===== config.mk =====
export PLATFORM = sky130hd
export DESIGN_NAME = seq_divider_flat
export DESIGN_NICKNAME = d
export VERILOG_FILES = /design/src/rtl/divider_pkg.sv /design/src/rtl/seq_divider_if.sv /design/src/rtl/divider_control.sv /design/src/rtl/seq_divider.sv /design/src/flat_wrapper.sv
export SDC_FILE = /design/constraint.sdc
export NUM_CORES = 1
export LEC_CHECK = 0
export ABC_AREA = 0
export BUFFER_PORTS_ARGS = -buffer_cell sky130_fd_sc_hd__buf_2
export CAP_MARGIN = 0
export CELL_PAD_IN_SITES_DETAIL_PLACEMENT = 0
export CELL_PAD_IN_SITES_GLOBAL_PLACEMENT = 1
export CORE_ASPECT_RATIO = 0.5
export CORE_MARGIN = 1
export CORE_UTILIZATION = 42
export DETAILED_ROUTE_END_ITERATION = 16
export HOLD_SLACK_MARGIN = 0.02
export PLACE_DENSITY = 0.81
export SLEW_MARGIN = 10
export SYNTH_ARGS = -nofsm -noshare
export SYNTH_HDL_FRONTEND = slang
export SYNTH_SLANG_ARGS = --single-unit
export TNS_END_PERCENT = 30

===== constraint.sdc =====
create_clock -name Clk -period 3.17 [get_ports Clk]
set_input_delay 0.1585 -clock Clk [delete_from_list [all_inputs] [get_ports Clk]]
set_output_delay 0.1585 -clock Clk [all_outputs]
set_load 0.005 [all_outputs]

===== src/rtl/divider_pkg.sv =====
`default_nettype none
// ============================================================================
// Module      : divider_pkg
// Description : Shared types and constants for the sequential restoring
//               divider: FSM state encoding and default operand width.
// Revision    : 1.0 - initial release
// ============================================================================
package divider_pkg;

    localparam int DEFAULT_N = 8;

    typedef enum logic [2:0] {
        IDLE  = 3'd0,
        START = 3'd1,
        SHIFT = 3'd2,
        SUB   = 3'd3,
        DONE  = 3'd4
    } state_t;

endpackage
`default_nettype wire


===== src/rtl/seq_divider_if.sv =====
`default_nettype none
// ============================================================================
// Module      : seq_divider_if
// Description : Front-panel bundle for the divider.
//               Load/Run/SW : panel controls and data switches
//               Aval/Bval   : remainder / quotient registers for display
//               Xval        : divide-by-zero flag, Done : result ready
//               master = panel side, slave = divider side.
// Revision    : 1.0 - initial release
// ============================================================================
interface seq_divider_if import divider_pkg::*; #(
    parameter int N = DEFAULT_N
) ();
    logic         Load;
    logic         Run;
    logic [N-1:0] SW;
    logic [N-1:0] Aval;
    logic [N-1:0] Bval;
    logic         Xval;
    logic         Done;

    modport master (output Load, Run, SW, input Aval, Bval, Xval, Done);
    modport slave  (input Load, Run, SW, output Aval, Bval, Xval, Done);
endinterface
`default_nettype wire


===== src/rtl/divider_control.sv =====
`default_nettype none
// ============================================================================
// Module      : divider_control
// Description : Sequencer for the restoring divider. Walks IDLE -> START ->
//               (SHIFT, SUB) x N -> DONE and emits datapath strobes.
//               Clk/Reset    : clock, sync active-high reset
//               load/run     : panel controls
//               ld_q         : load dividend (IDLE with Load)
//               ld_d/clr_a   : latch divisor, clear remainder (START)
//               shift/sub_en : shift step / trial-subtract step
//               done         : high while in DONE
// Revision    : 1.0 - initial release
// ============================================================================
module divider_control import divider_pkg::*; #(
    parameter int N = DEFAULT_N
) (
    input  logic Clk,
    input  logic Reset,
    input  logic load,
    input  logic run,
    output logic ld_q,
    output logic ld_d,
    output logic clr_a,
    output logic shift,
    output logic sub_en,
    output logic done
);
    localparam int CW = (N > 1) ? $clog2(N) : 1;
    localparam logic [CW-1:0] c_last = CW'(N - 1);

    state_t         r_state, w_state_nxt;
    logic [CW-1:0]  r_cnt,   w_cnt_nxt;

    always_ff @(posedge Clk) begin
        if (Reset) begin
            r_state <= IDLE;
            r_cnt   <= '0;
        end else begin
            r_state <= w_state_nxt;
            r_cnt   <= w_cnt_nxt;
        end
    end

    always_comb begin
        w_state_nxt = r_state;
        w_cnt_nxt   = r_cnt;
        ld_q        = 1'b0;
        ld_d        = 1'b0;
        clr_a       = 1'b0;
        shift       = 1'b0;
        sub_en      = 1'b0;
        done        = 1'b0;
        case (r_state)
            IDLE: begin
                // Load wins over Run so a held Load never starts a division
                if (load)     ld_q = 1'b1;
                else if (run) w_state_nxt = START;
            end
            START: begin
                ld_d        = 1'b1;
                clr_a       = 1'b1;
                w_cnt_nxt   = '0;
                w_state_nxt = SHIFT;
            end
            SHIFT: begin
                shift       = 1'b1;
                w_state_nxt = SUB;
            end
            SUB: begin
                sub_en = 1'b1;
                if (r_cnt == c_last) begin
                    w_state_nxt = DONE;
                end else begin
                    w_cnt_nxt   = r_cnt + CW'(1);
                    w_state_nxt = SHIFT;
                end
            end
            DONE: begin
                done = 1'b1;
                // Wait for release so one press yields exactly one division
                if (!run) w_state_nxt = IDLE;
            end
            default: w_state_nxt = IDLE;
        endcase
    end

endmodule
`default_nettype wire


===== src/rtl/seq_divider.sv =====
`default_nettype none
// ============================================================================
// Module      : seq_divider
// Description : Sequential unsigned restoring divider, N-bit operands.
//               Dividend loaded from SW on Load, divisor sampled from SW on
//               Run; quotient on Bval, remainder on Aval after 2N+2 edges.
//               Clk/Reset : clock, sync active-high reset
//               bus       : seq_divider_if.slave front-panel bundle
// Revision    : 1.0 - initial release
// ============================================================================
module seq_divider import divider_pkg::*; #(
    parameter int N = DEFAULT_N
) (
    input  logic           Clk,
    input  logic           Reset,
    seq_divider_if.slave   bus
);
    // A carries one extra bit: after a shift it may hold up to 2D-1
    logic [N:0]   r_a;
    logic [N-1:0] r_q;
    logic [N-1:0] r_d;
    logic         r_x;
    logic [N:0]   w_diff;

    logic w_ld_q, w_ld_d, w_clr_a, w_shift, w_sub_en, w_done;

    divider_control #(.N(N)) u_ctrl (
        .Clk    (Clk),
        .Reset  (Reset),
        .load   (bus.Load),
        .run    (bus.Run),
        .ld_q   (w_ld_q),
        .ld_d   (w_ld_d),
        .clr_a  (w_clr_a),
        .shift  (w_shift),
        .sub_en (w_sub_en),
        .done   (w_done)
    );

    // A < 2D always holds in SUB, so bit N of the wrapped difference is
    // exactly the borrow.
    assign w_diff = r_a - {1'b0, r_d};

    always_ff @(posedge Clk) begin
        if (Reset) begin
            r_a <= '0;
            r_q <= '0;
            r_d <= '0;
            r_x <= 1'b0;
        end else begin
            if (w_ld_q) begin
                r_q <= bus.SW;
                r_a <= '0;
                r_x <= 1'b0;
            end
            if (w_ld_d) begin
                r_d <= bus.SW;
                r_x <= (bus.SW == '0);
            end
            if (w_clr_a) begin
                r_a <= '0;
            end
            if (w_shift) begin
                // A[N] is zero here (previous SUB left A < D), so it is dropped
                {r_a, r_q} <= {r_a[N-1:0], r_q, 1'b0};
            end
            if (w_sub_en && !w_diff[N]) begin
                r_a    <= w_diff;
                r_q[0] <= 1'b1;
            end
        end
    end

    assign bus.Aval = r_a[N-1:0];
    assign bus.Bval = r_q;
    assign bus.Xval = r_x;
    assign bus.Done = w_done;

endmodule
`default_nettype wire


===== src/flat_wrapper.sv =====
// flat-port wrapper written by rule: the top's interface ports become plain ports
module seq_divider_flat import divider_pkg::*;
#(
    parameter int N = DEFAULT_N
)
  (Clk, Reset, bus_Load, bus_Run, bus_SW, bus_Aval, bus_Bval, bus_Xval, bus_Done);
  seq_divider_if #(.N(N)) bus_i ();
  input  logic Clk;
  input  logic Reset;
  input wire logic [$bits(bus_i.Load)-1:0] bus_Load;
  input wire logic [$bits(bus_i.Run)-1:0] bus_Run;
  input wire logic [$bits(bus_i.SW)-1:0] bus_SW;
  output wire logic [$bits(bus_i.Aval)-1:0] bus_Aval;
  output wire logic [$bits(bus_i.Bval)-1:0] bus_Bval;
  output wire logic [$bits(bus_i.Xval)-1:0] bus_Xval;
  output wire logic [$bits(bus_i.Done)-1:0] bus_Done;
  assign bus_i.Load = bus_Load;
  assign bus_i.Run = bus_Run;
  assign bus_i.SW = bus_SW;
  assign bus_Aval = bus_i.Aval;
  assign bus_Bval = bus_i.Bval;
  assign bus_Xval = bus_i.Xval;
  assign bus_Done = bus_i.Done;
  seq_divider #(.N(N)) u_core (.Clk(Clk), .Reset(Reset), .bus(bus_i));
endmodule

======== Word-level counts from Yosys, hierarchy flattened ========
Cells that the tools add are included.
word-level totals
  register bits ........................... 32
  word-level logic and storage cells ...... 51
  output and inout bits ................... 18
operators by class
  equal/unequal tests ..................... 9
  reduce and logical (&&, ||, !) cells .... 11
  $add $sub $neg .......................... 2
  multiplexer cells ....................... 22
operators with widths
  cell                                                             count
  9-bit 2-to-1 mux                                                 4
  8-bit 2-to-1 mux                                                 2
  3-bit 2-to-1 mux                                                 5
  3-bit one-hot mux with 5 select lines                            1
  1-bit 2-to-1 mux                                                 9
  9-bit by 8-bit subtractor with 9-bit output                      1
  8-bit zero test                                                  1
  2-bit != test, second input constant                             4
  3-bit by 2-bit == test with 1-bit output, second input constant  2
  3-bit == test, second input constant                             2
  3-bit one-hot mux with 2 select lines                            1
  2-bit nonzero test                                               3
  4-bit nonzero test                                               1
  3-bit by 1-bit adder with 3-bit output, second input constant    1
  3-bit by 1-bit == test with 1-bit output, second input constant  1
  3-bit zero test                                                  1
  3-bit AND reduction                                              1
  3-bit nonzero test                                               1
  2-bit AND reduction                                              1
  1-bit logical AND                                                1
  1-bit zero test                                                  1

======== Depth between registers and ports, before layout ========
Gate-level depths: netlist of the first run.
  word-level depth ........................ 6
  mapped depth ............................ 10
  gate-level depth less buffers ........... 9

======== By module ========
Synthesis of the first run repeated with hierarchy kept, for this count alone.
second synthesis, totals
  cells, all modules ...................... 215
  area total of the unflattened synthesis .. 1901.8 um2
by module, submodules not included
  module           cells an instance  area an instance (um2)  sequential area each (um2)  times used
  seq_divider      178                1559.0                  520.5                       1
  divider_control  37                 342.8                   120.1                       1

======== Least setup slack after synthesis of the first run ========
OpenSTA, ideal clock, no wires.
  path type ............................... reg-to-reg
  start point ............................. reg u_core.r_a[0]
  end point ............................... reg u_core.r_a[7]
  path buffers ............................ 1
  period minus slack after synthesis ...... 2214 ps
  cell stages (with the launch flop) ...... 11
  library setup time ...................... 119 ps
  data required time ...................... 3051 ps
  arrival ................................. 2095 ps
  path slack .............................. 956 ps
  cell sequence ........................... dfxtp_1 inv_1 ha_1 fa_1 nand2b_1 a21oi_2 o21ai_2 mux2i_2 buf_6 nand2_4 o221a_1
between the ends
  longest elaborated chain between the ends .. 4
  elaborated cells on any way between the ends .. 5
  those cells by class .................... add/sub (1); mux (1); reduce/logical (3)
ends and longest elaborated chain
  element                                                                  RTL line           text
  from (decl)                                                              seq_divider.sv:19  logic [N:0] r_a;
  from (signal assigned)                                                   seq_divider.sv:65  {r_a, r_q} <= {r_a[N-1:0], r_q, 1'b0};
  from (signal assigned)                                                   seq_divider.sv:68  r_a <= w_diff;
  9-bit by 8-bit subtractor with 9-bit output (*)                          seq_divider.sv:42  assign w_diff = r_a - {1'b0, r_d};
  1-bit zero test                                                          seq_divider.sv:67  if (w_sub_en && !w_diff[N]) begin
  1-bit logical AND                                                        seq_divider.sv:67
  4-bit nonzero test (no line) / 9-bit 2-to-1 mux (equally long branches)  --
Mark *: on every way between the ends. The rest lies on a longest branch, timed or not.
A chain may end at the register's enable or synchronous reset.

======== Worst setup path after layout of the first run ========
Ends and elaborated chain as after synthesis.

==> flow_summary_export.csv, run 1 <==
group,metric,value,unit
run_status,status,"complete, no violations",
floorplanning,core_area,4060,um^2
timing,period_needed,2.59,ns
clock_tree,cts_root_buf,"clkbuf_8",
run,cap_viol_max_count,0,
setup_path,r2r_start,"u_core.r_a[0]$_SDFFE_PP0P_",
setup_path,path_class,"flop to flop",
global_route,grtUsageTotal,18.3,%
route,vias_per_cell,5.28,
clock_tree,ctsHoldBuffers,0,
clock_tree,clkLatencyLatePin,0.27,ns
logic_synthesis,yosysSeqAreaShare,34.5,%
global_route,grt_pass1_vias,1466,
logic_synthesis,syn_area,1860,um^2
floorplanning,ios,30,
clock_tree,clock_path_buffers,2,
timing,finalCritPeriodShare,81.7,%
logic_synthesis,syn_area_per_cell,8.80,um^2
finish,layout.cells.non_filler,285,
route,routed_wl,3890,um
placement,dp.cells,278,
setup_path,reg2reg_depth,10,
global_route,grt_remaining_overflow,0,
route,postRouteAntennaNets,0,
setup_path,crit_path_start_kind,"flop",
global_route,antenna_found_initial,0,
timing,tns,0,ns
logic_synthesis,synth_seq_cells,32,
setup_path,crit_fanout,7,
setup_path,required,3.33,ns
placement,place_hpwl,2940,um
logic_synthesis,syn_nets,234,
placement,placed_cell_area,1980,um^2
finish,layout.nets,254,
floorplanning,rows,16,
logic_synthesis,ys_types,49,
timing,max_freq,386,MHz
logic_synthesis,synth_area_leaders,"dfxtp_1, mux2i_1, ha_1",
finish,regArea,641,um^2
floorplanning,initial_core_util,45.7,%
route,wl_per_cell,13.6,um
floorplanning,die_x,96.0,um
min_path,hold_depth,3,
floorplanning,die_height,49.0,um
setup_path,r2r-end,"u_core.r_a[7]$_SDFFE_PP0P_",
min_path,hold_class,"input pin to flop",
finish,drive_gt1_share,22.1,%
finish,multiInputGateArea,1060,um^2
pwr,p_per_area,477,nW/um^2
route,dr.pass1.iters,4,
timing,maxSlewHeadroom,54.8,%
finish,final_cell_mix,"nor2_1, dfxtp_1, buf_2, mux2i_1, a21oi_1",
finish,nFillCells,405,
setup_path,cp-end-kind,"flop",
clock_tree,cts_sinks,32,
global_route,grt_pass1_wl,6650,um
timing,setup_viol,0,
route,detailroute.via_count,1504,
clock_tree,post_cts_buffers,0,
min_path,min_to,"u_core.u_ctrl.r_state[2]$_SDFFE_PP0P_",
clock_tree,h-tree-depth,2,
timing,rsz0062_at_grt,"false",
timing,finalHoldViolations,0,
global_route,grt_max_degree,33,
placement,gp_congestion,0.755,
finish,design_area,2060,um^2
finish,synthToLayoutAreaGrowth,11.0,%
clock_tree,cts.clk_slew.worst_paths,0.07,ns
timing,drv_slew,0,
logic_synthesis,syn_inst,211,
finish,final_common_cell,"nor2_1",
setup_path,arrival,2.75,ns
route,drc,0,
floorplanning,die_area,4710,um^2
timing,worst_pin_slew,0.675,ns
clock_tree,numCtsBuffers,5,
pwr,ir_worst_vdd,189,uV
setup_path,r2r_slack,0.58,ns
logic_synthesis,synth_top_area_share,34.5,%
logic_synthesis,yosysTopAreaCell,"dfxtp_1",
timing,skew,0.00593,ns
finish,diodes,0,
clock_tree,tritoncts,"done",
logic_synthesis,ys.warnings.count,0,
placement,io_buffers,29,
clock_tree,cts_resized,0,
pwr,leakagePower,0.895,nW
route,drt_iter0_drc,61,
min_path,min_from,"bus_Run",
[layer usage]
metal  GRT usage, %  part of all wire [%]  vias to the layer above  routed length [um]
met3           6.07                   3.6                        2                 141
met1           26.1                    55                      692                2120
met4           2.24                  0.41                        0                  16
li1               -                     -                      787                   -
met2           27.7                    41                       23                1610
met5              0                     0                        -                   0
[area by class of cell]
| cell class | count | share of cell area (%) |
|---|---|---|
| clock inverter | 1 | 0.243 |
| clock buffer | 6 | 3.52 |
| tap | 54 | 3.28 |
| sequential | 32 | 31.1 |
| inverter | 12 | 2.19 |
| multi-input combinational | 148 | 51.5 |
| timing repair buffer | 32 | 8.14 |
[cells in the mapped netlist, drive strengths merged]
cell type / count
a221oi: 1
o21ba: 1
buf: 15
nand3: 1
o21ai: 7
nor3: 3
a2111o: 1
a22o: 1
fa: 1
nand2b: 5
inv: 12
mux2i: 17
a32oi: 2
dfxtp: 32
o211ai: 1
a21o: 1
nand2: 7
nor2b: 3
xor2: 1
o21a: 1
o31a: 1
a21oi: 15
o221a: 3
a211oi: 8
and3b: 1
ha: 10
o2bb2ai: 1
a22oi: 5
and3: 2
nor4: 6
clkbuf: 4
o31ai: 1
or3: 1
or3b: 1
mux2: 1
xnor2: 2
and2: 1
nor3b: 1
nor2: 34
[stage by stage]
stage	hold slack, ns	power [mW]	worst slack, ns	util, %
after floorplan	0.299	0.649	0.956	-
after global placement	0.420	0.702	0.643	48.8
after detailed placement	0.425	0.705	0.610	48.8
after CTS	0.130	0.993	0.572	50.7
after global routing	0.138	1.05	0.416	50.7
final	0.138	0.984	0.581	50.7
[state kept, by name, indices dropped and copies added (netlist names)]
name                   cells
u_core.r_a                 9
u_core.bus.Bval            8
u_core.r_d                 8
u_core.u_ctrl.r_cnt        3
u_core.u_ctrl.r_state      3
u_core.bus.Xval            1
[critical path, cell delays in order, from the launching register on]
cell      delay [ns]
dfxtp_1         0.37
inv_1           0.06
ha_1            0.21
fa_1            0.38
nand2b_1        0.21
a21oi_2         0.18
o21ai_2         0.09
mux2i_2         0.40
buf_4           0.25
nand2_4         0.08
o221a_1         0.25
[worst max path at each step]
stage / startpoint / to / slack, ns / cells after the start
2_1_floorplan: u_core.r_a[0]$_SDFFE_PP0P_ / u_core.r_a[7]$_SDFFE_PP0P_ / 0.96 / 10
3_3_place_gp: u_core.r_a[0]$_SDFFE_PP0P_ / u_core.r_a[7]$_SDFFE_PP0P_ / 0.64 / 10
3_5_place_dp: u_core.r_a[0]$_SDFFE_PP0P_ / u_core.r_a[0]$_SDFFE_PP0P_ / 0.61 / 10
4_1_cts: u_core.r_a[0]$_SDFFE_PP0P_ / u_core.r_a[7]$_SDFFE_PP0P_ / 0.57 / 10
5_1_grt: u_core.r_a[0]$_SDFFE_PP0P_ / u_core.r_a[7]$_SDFFE_PP0P_ / 0.42 / 10
6_report: u_core.r_a[0]$_SDFFE_PP0P_ / u_core.r_a[7]$_SDFFE_PP0P_ / 0.58 / 10
[power by group]
part | internal [mW] | switching, mW | leakage (nW)
Sequential | 0.428 | 0.0264 | 0.261
Combinational | 0.112 | 0.129 | 0.592
Clock | 0.149 | 0.138 | 0.0410
[cells by family (layout without fill, tap and decap cells)]
kind of cell	Yosys count	after routing	synth area share [%]
adder cells (fa/ha/maj)	11	11	7.82
AO/OA/AOI/OAI	50	50	19.5
flip-flops	32	32	34.5
AND/OR/NAND/NOR	66	66	17.9
XOR/XNOR	3	3	1.42
multiplexers	18	18	10.2
buffers and inverters	31	51	8.62
Note: power is estimated with default switching activity, not from simulation.
==> run 2: changes to the inputs <==
==> constraint.sdc (replaced) <==
create_clock -name Clk -period 2.5 [get_ports Clk]
set_input_delay 0.125 -clock Clk [delete_from_list [all_inputs] [get_ports Clk]]
set_output_delay 0.125 -clock Clk [all_outputs]
set_load 0.005 [all_outputs]
==> run 2 against run 1 <==
- utilization increased by 0.83 points
- first-iteration DRC count down 23%
- register-to-register slack worse by 0.47 ns
- clock power is 44% higher
- global-route usage barely moved
- cell count grew 0.70%
- via count grew 3.0%
- combinational power is 31% higher
- routed wire length grew 3.9%
- highest routed layer unchanged
- setup slack worse by 0.47 ns
- sequential power increased by 27%
- largest cell class unchanged
==> flow_summary_export.csv, run 2 (synthesis results as in run 1) <==
group,metric,value,unit
finish,final_cell_mix,"nor2_1, dfxtp_1, buf_2, mux2i_1, a21oi_1",
setup_path,required,2.71,ns
placement,placed_cell_area,2000,um^2
floorplanning,die_area,4710,um^2
timing,drv_slew,0,
global_route,grt_pass1_vias,1426,
clock_tree,clkLatencyLatePin,0.28,ns
global_route,antenna_found_initial,0,
placement,io_buffers,29,
route,vias_per_cell,5.40,
finish,design_area,2090,um^2
min_path,min_from,"bus_Run",
clock_tree,cts_root_buf,"clkbuf_8",
finish,largest_reg_flops,9,
finish,largest-register,"u_core.r_a",
finish,diodes,0,
clock_tree,tritoncts,"done",
placement,place_hpwl,2890,um
pwr,clkPwrFrac,31.6,%
setup_path,cp-end-kind,"flop",
route,drc,0,
route,routed_wl,4040,um
timing,maxSlewHeadroom,55.1,%
timing,finalCritPeriodShare,95.7,%
route,wl_per_cell,14.1,um
finish,fin_util,51.5,%
setup_path,r2r-end,"u_core.r_a[5]$_SDFFE_PP0P_",
clock_tree,cts.clk_slew.worst_paths,0.07,ns
route,postRouteAntennaNets,0,
setup_path,crit_fanout,12,
route,dr.pass1.iters,4,
pwr,p_per_area,623,nW/um^2
pwr,netSwitchingPower,0.388,mW
timing,rsz0062_at_grt,"false",
setup_path,r2r_slack,0.11,ns
min_path,hold_class,"input pin to flop",
floorplanning,rows,16,
finish,layout.cells.non_filler,287,
floorplanning,initial_core_util,45.7,%
floorplanning,core_area,4060,um^2
setup_path,crit_path_start_kind,"flop",
global_route,grt_max_degree,33,
setup_path,r2r_start,"u_core.r_a[0]$_SDFFE_PP0P_",
placement,dp.cells,278,
placement,preCtsSetupSlack,0.111,ns
setup_path,path_class,"flop to flop",
pwr,p_int,0.917,mW
run_status,status,"complete, no violations",
clock_tree,clock_path_buffers,2,
route,detailroute.via_count,1549,
placement,gp_congestion,0.821,
finish,final_common_cell,"nor2_1",
finish,synthToLayoutAreaGrowth,12.8,%
setup_path,reg2reg_depth,10,
pwr,pwr-share-comb,24.2,%
pwr,leakagePower,0.910,nW
timing,period_needed,2.39,ns
route,drt_iter0_drc,47,
timing,worst_pin_slew,0.670,ns
timing,setup_viol,0,
finish,drive_gt1_share,22.7,%
setup_path,arrival,2.60,ns
clock_tree,cts_sinks,32,
timing,max_freq,418,MHz
finish,layout.nets,255,
min_path,min_to,"u_core.u_ctrl.r_state[2]$_SDFFE_PP0P_",
pwr,seqPwrFrac,44.2,%
global_route,grt_remaining_overflow,0,
global_route,grtUsageTotal,18.4,%
finish,nFillCells,417,
floorplanning,die_height,49.0,um
pwr,switching_share,29.7,%
clock_tree,numCtsBuffers,5,
pwr,ir_worst_vdd,278,uV
timing,finalHoldViolations,0,
timing,fin_ws,0.108,ns
timing,skew,0.00615,ns
global_route,grt_pass1_wl,6620,um
floorplanning,die_x,96.0,um
clock_tree,h-tree-depth,2,
floorplanning,ios,30,
min_path,hold_depth,3,
run,cap_viol_max_count,0,
timing,tns,0,ns
-- run 2: cell count changes in the layout (fill, tap and decap cells not counted), sizes merged --
| cell | previous run | this run |
|---|---|---|
| clkbuf | 6 | 8 |
| buf | 32 | 33 |
| clkinv | 1 | 0 |
-- run 2: stage by stage --
stage          total power [mW]  hold slack [ns]
2_1_floorplan             0.822            0.265
3_3_place_gp              0.889            0.388
3_5_place_dp              0.895            0.390
4_1_cts                    1.31           0.0955
5_1_grt                    1.38            0.103
6_report                   1.31            0.102
-- run 2: per-layer routing --
| metal | global-route usage (%) | wire length, um | vias to the layer above |
|---|---|---|---|
| met2 | 24.9 | 1620 | 27 |
| li1 | - | - | 782 |
| met4 | 3.98 | 14 | 0 |
| met1 | 28.0 | 2250 | 738 |
| met3 | 5.61 | 153 | 2 |
| met5 | 0 | 0 | - |
-- run 2: worst max-delay path by stage --
| stage | slack (ns) | from | end | cells after the start |
|---|---|---|---|---|
| floorplan | 0.29 | u_core.r_a[0]$_SDFFE_PP0P_ | u_core.r_a[7]$_SDFFE_PP0P_ | 10 |
| global placement | 0.19 | u_core.r_a[0]$_SDFFE_PP0P_ | u_core.r_a[5]$_SDFFE_PP0P_ | 10 |
| detailed placement | 0.11 | u_core.r_a[0]$_SDFFE_PP0P_ | u_core.r_a[5]$_SDFFE_PP0P_ | 10 |
| CTS | 0.09 | u_core.r_a[0]$_SDFFE_PP0P_ | u_core.r_a[5]$_SDFFE_PP0P_ | 10 |
| global route | 0.01 | u_core.r_a[0]$_SDFFE_PP0P_ | u_core.r_a[5]$_SDFFE_PP0P_ | 10 |
| finish | 0.11 | u_core.r_a[0]$_SDFFE_PP0P_ | u_core.r_a[5]$_SDFFE_PP0P_ | 10 |
-- run 2: timing repair --
item                                    in CTS  in global routing
setup buffers                                0                  1
endpoints found under the setup margin       0                  1
gates resized for setup                      0                  1
hold buffers                                 0                  0
-- run 2: cell type report --
type | count | area [um^2] | area share (%)
Clock buffer | 8 | 90.1 | 4.30
Inverter | 12 | 45.0 | 2.15
Multi-Input combinational cell | 148 | 1060 | 50.7
Sequential cell | 32 | 642 | 30.6
Tap cell | 54 | 67.6 | 3.23
Timing Repair Buffer | 33 | 188 | 8.96
-- run 2: power by group through the flow --
stage	clock network [mW]	logic, mW	registers [mW]
6_report	0.412	0.316	0.577
5_1_grt	0.446	0.351	0.581
4_1_cts	0.419	0.310	0.576
3_5_place_dp	0	0.308	0.587
3_3_place_gp	0	0.303	0.586
2_1_floorplan	0	0.246	0.577
-- run 2: worst max-delay path, stage by stage (launching register included) --
cell      delay, ns
dfxtp_2        0.35
inv_1          0.05
ha_1           0.22
fa_1           0.38
nand2b_1       0.21
a21oi_2        0.19
o21ai_2        0.09
mux2i_2        0.23
buf_12         0.18
mux2_4         0.30
a21oi_2        0.12
==> run 3: changes to the inputs <==
--- a/config.mk
+++ b/config.mk
@@ -6,6 +6,7 @@
 export NUM_CORES = 1
 export LEC_CHECK = 0
 export ABC_AREA = 0
+export ABC_CLOCK_PERIOD_IN_PS = 2400
 export BUFFER_PORTS_ARGS = -buffer_cell sky130_fd_sc_hd__buf_2
 export CAP_MARGIN = 0
 export CELL_PAD_IN_SITES_DETAIL_PLACEMENT = 0
==> constraint.sdc (replaced) <==
create_clock -name Clk -period 2.4 [get_ports Clk]
set_input_delay 0.12 -clock Clk [delete_from_list [all_inputs] [get_ports Clk]]
set_output_delay 0.12 -clock Clk [all_outputs]
set_load 0.005 [all_outputs]
==> run 3 against run 2 <==
- clock power decreased by 7.0%
- critical path depth unchanged
- sequential share of layout area decreased by 0.15 points
- cell count increased by 0.70%
- utilization increased by 0.15 points
- combinational power increased by 5%
- clock skew decreased by 0.0034 ns
==> flow_summary_export.csv, run 3 (synthesis results as in run 1) <==
group,metric,value,unit
run_status,status,"complete, no violations",
clock_tree,cts.clk_slew.worst_paths,0.06,ns
floorplanning,core_area,4060,um^2
floorplanning,die_area,4710,um^2
finish,largest-register,"u_core.r_a",
finish,drive_gt1_share,24.3,%
setup_path,crit_fanout,3,
finish,largest_reg_flops,9,
route,dr.pass1.iters,4,
pwr,pwr-share-comb,25.2,%
finish,nFillCells,412,
finish,final_common_cell,"nor2_1",
placement,gp_congestion,0.781,
global_route,grt_pass1_vias,1385,
clock_tree,clkLatencyLatePin,0.27,ns
setup_path,crit_path_start_kind,"flop",
timing,tns,0,ns
clock_tree,ctsHoldBuffers,0,
pwr,clkPwrFrac,29.1,%
clock_tree,h-tree-depth,2,
pwr,p_int,0.919,mW
timing,setup_viol,0,
min_path,hold_class,"input pin to flop",
floorplanning,die_height,49.0,um
timing,maxSlewHeadroom,57.3,%
timing,period_needed,2.25,ns
setup_path,reg2reg_depth,10,
route,postRouteAntennaNets,0,
timing,finalCritPeriodShare,93.9,%
floorplanning,initial_core_util,45.7,%
placement,place_hpwl,2830,um
min_path,hold_depth,3,
finish,diodes,0,
min_path,min_from,"bus_Run",
route,detailroute.via_count,1526,
timing,worst_pin_slew,0.641,ns
setup_path,r2r_start,"u_core.r_a[0]$_SDFFE_PP0P_",
setup_path,path_class,"flop to flop",
timing,rsz0062_at_grt,"false",
placement,dp.cells,281,
finish,layout.nets,258,
route,routed_wl,3850,um
global_route,antenna_found_initial,0,
clock_tree,cts_sinks,32,
finish,synthToLayoutAreaGrowth,13.1,%
finish,regArea,641,um^2
finish,layout.cells.non_filler,289,
route,drc,0,
setup_path,cp-end-kind,"flop",
global_route,grt_pass1_wl,6600,um
placement,preCtsSetupSlack,0.0805,ns
setup_path,r2r-end,"u_core.r_a[5]$_SDFFE_PP0P_",
setup_path,r2r_slack,0.15,ns
route,drt_iter0_drc,44,
timing,drv_slew,0,
pwr,netSwitchingPower,0.395,mW
setup_path,required,2.61,ns
floorplanning,die_x,96.0,um
finish,final_cell_mix,"nor2_1, dfxtp_1, buf_2, mux2i_1, a21oi_1",
setup_path,arrival,2.46,ns
timing,finalHoldViolations,0,
timing,max_freq,444,MHz
global_route,grt_remaining_overflow,0,
pwr,p_per_area,625,nW/um^2
run,cap_viol_max_count,0,
global_route,grt_max_degree,33,
route,wl_per_cell,13.3,um
pwr,leakagePower,0.914,nW
clock_tree,tritoncts,"done",
timing,fin_ws,0.147,ns
min_path,min_to,"u_core.u_ctrl.r_state[2]$_SDFFE_PP0P_",
floorplanning,rows,16,
clock_tree,cts_root_buf,"clkbuf_8",
global_route,grtUsageTotal,18.1,%
route,vias_per_cell,5.28,
pwr,switching_share,30.1,%
floorplanning,ios,30,
finish,multiInputGateArea,1070,um^2
timing,skew,0.00277,ns
clock_tree,numCtsBuffers,5,
pwr,seqPwrFrac,45.7,%
placement,io_buffers,29,
pwr,ir_worst_vdd,290,uV
clock_tree,clock_path_buffers,2,
==> run 3: how the worst max path moves through the flow <==
| stage | to | depth (start not counted) | startpoint |
|---|---|---|---|
| after detailed placement | u_core.r_a[7]$_SDFFE_PP0P_ | 10 | u_core.r_a[0]$_SDFFE_PP0P_ |
| after global routing | u_core.r_a[5]$_SDFFE_PP0P_ | 10 | u_core.r_a[0]$_SDFFE_PP0P_ |
| after global placement | u_core.r_a[7]$_SDFFE_PP0P_ | 10 | u_core.r_a[0]$_SDFFE_PP0P_ |
| after CTS | u_core.r_a[7]$_SDFFE_PP0P_ | 10 | u_core.r_a[0]$_SDFFE_PP0P_ |
| after floorplan | u_core.r_a[7]$_SDFFE_PP0P_ | 10 | u_core.r_a[0]$_SDFFE_PP0P_ |
| final | u_core.r_a[5]$_SDFFE_PP0P_ | 10 | u_core.r_a[0]$_SDFFE_PP0P_ |
==> run 3: metal layers <==
layer,vias to the layer above,share of wire [%],global-route usage [%]
li1,794,-,-
met1,707,53,26.3
met2,23,42,26.2
met3,2,4.4,5.45
met4,0,0.42,3.73
met5,-,0,0
==> run 3: power by group through the flow <==
| stage | sequential, mW | clock (mW) | combinational (mW) |
|---|---|---|---|
| floorplan | 0.601 | 0 | 0.256 |
| CTS | 0.600 | 0.396 | 0.328 |
| global placement | 0.610 | 0 | 0.318 |
| detailed placement | 0.611 | 0 | 0.324 |
| finish | 0.600 | 0.383 | 0.331 |
| global route | 0.605 | 0.429 | 0.372 |
==> run 3: layout make-up <==
class,count,share of cell area (%)
multi-input combinational,148,51.0
sequential,32,30.5
timing repair buffer,36,9.41
clock buffer,6,3.45
tap,54,3.22
inverter,12,2.14
clock inverter,1,0.238
==> run 3: repair_timing <==
| item | in CTS | in global routing |
|---|---|---|
| buffers inserted | 0 | 1 |
| endpoints found under the setup margin | 0 | 7 |
| gates resized for setup | 0 | 2 |
==> run 3: worst max-delay path: stages (launching register included) <==
cell and delay [ns]:
dfxtp_1 0.34, inv_1 0.05, ha_1 0.22, fa_2 0.35, nand2b_4 0.16, a21oi_2 0.17, o21ai_2 0.09, mux2i_2 0.25
buf_4 0.16, mux2_4 0.29, a21oi_2 0.12
==> run 3: per-stage QoR <==
step | utilization [%] | hold slack (ns) | cell area [um^2] | total power, mW
after global routing | 51.7 | 0.112 | 2100 | 1.41
after detailed placement | 49.4 | 0.391 | 2010 | 0.935
final | 51.7 | 0.106 | 2100 | 1.31
after CTS | 51.3 | 0.100 | 2080 | 1.32
after global placement | 49.4 | 0.381 | 2010 | 0.929
after floorplan | - | 0.260 | 1860 | 0.857
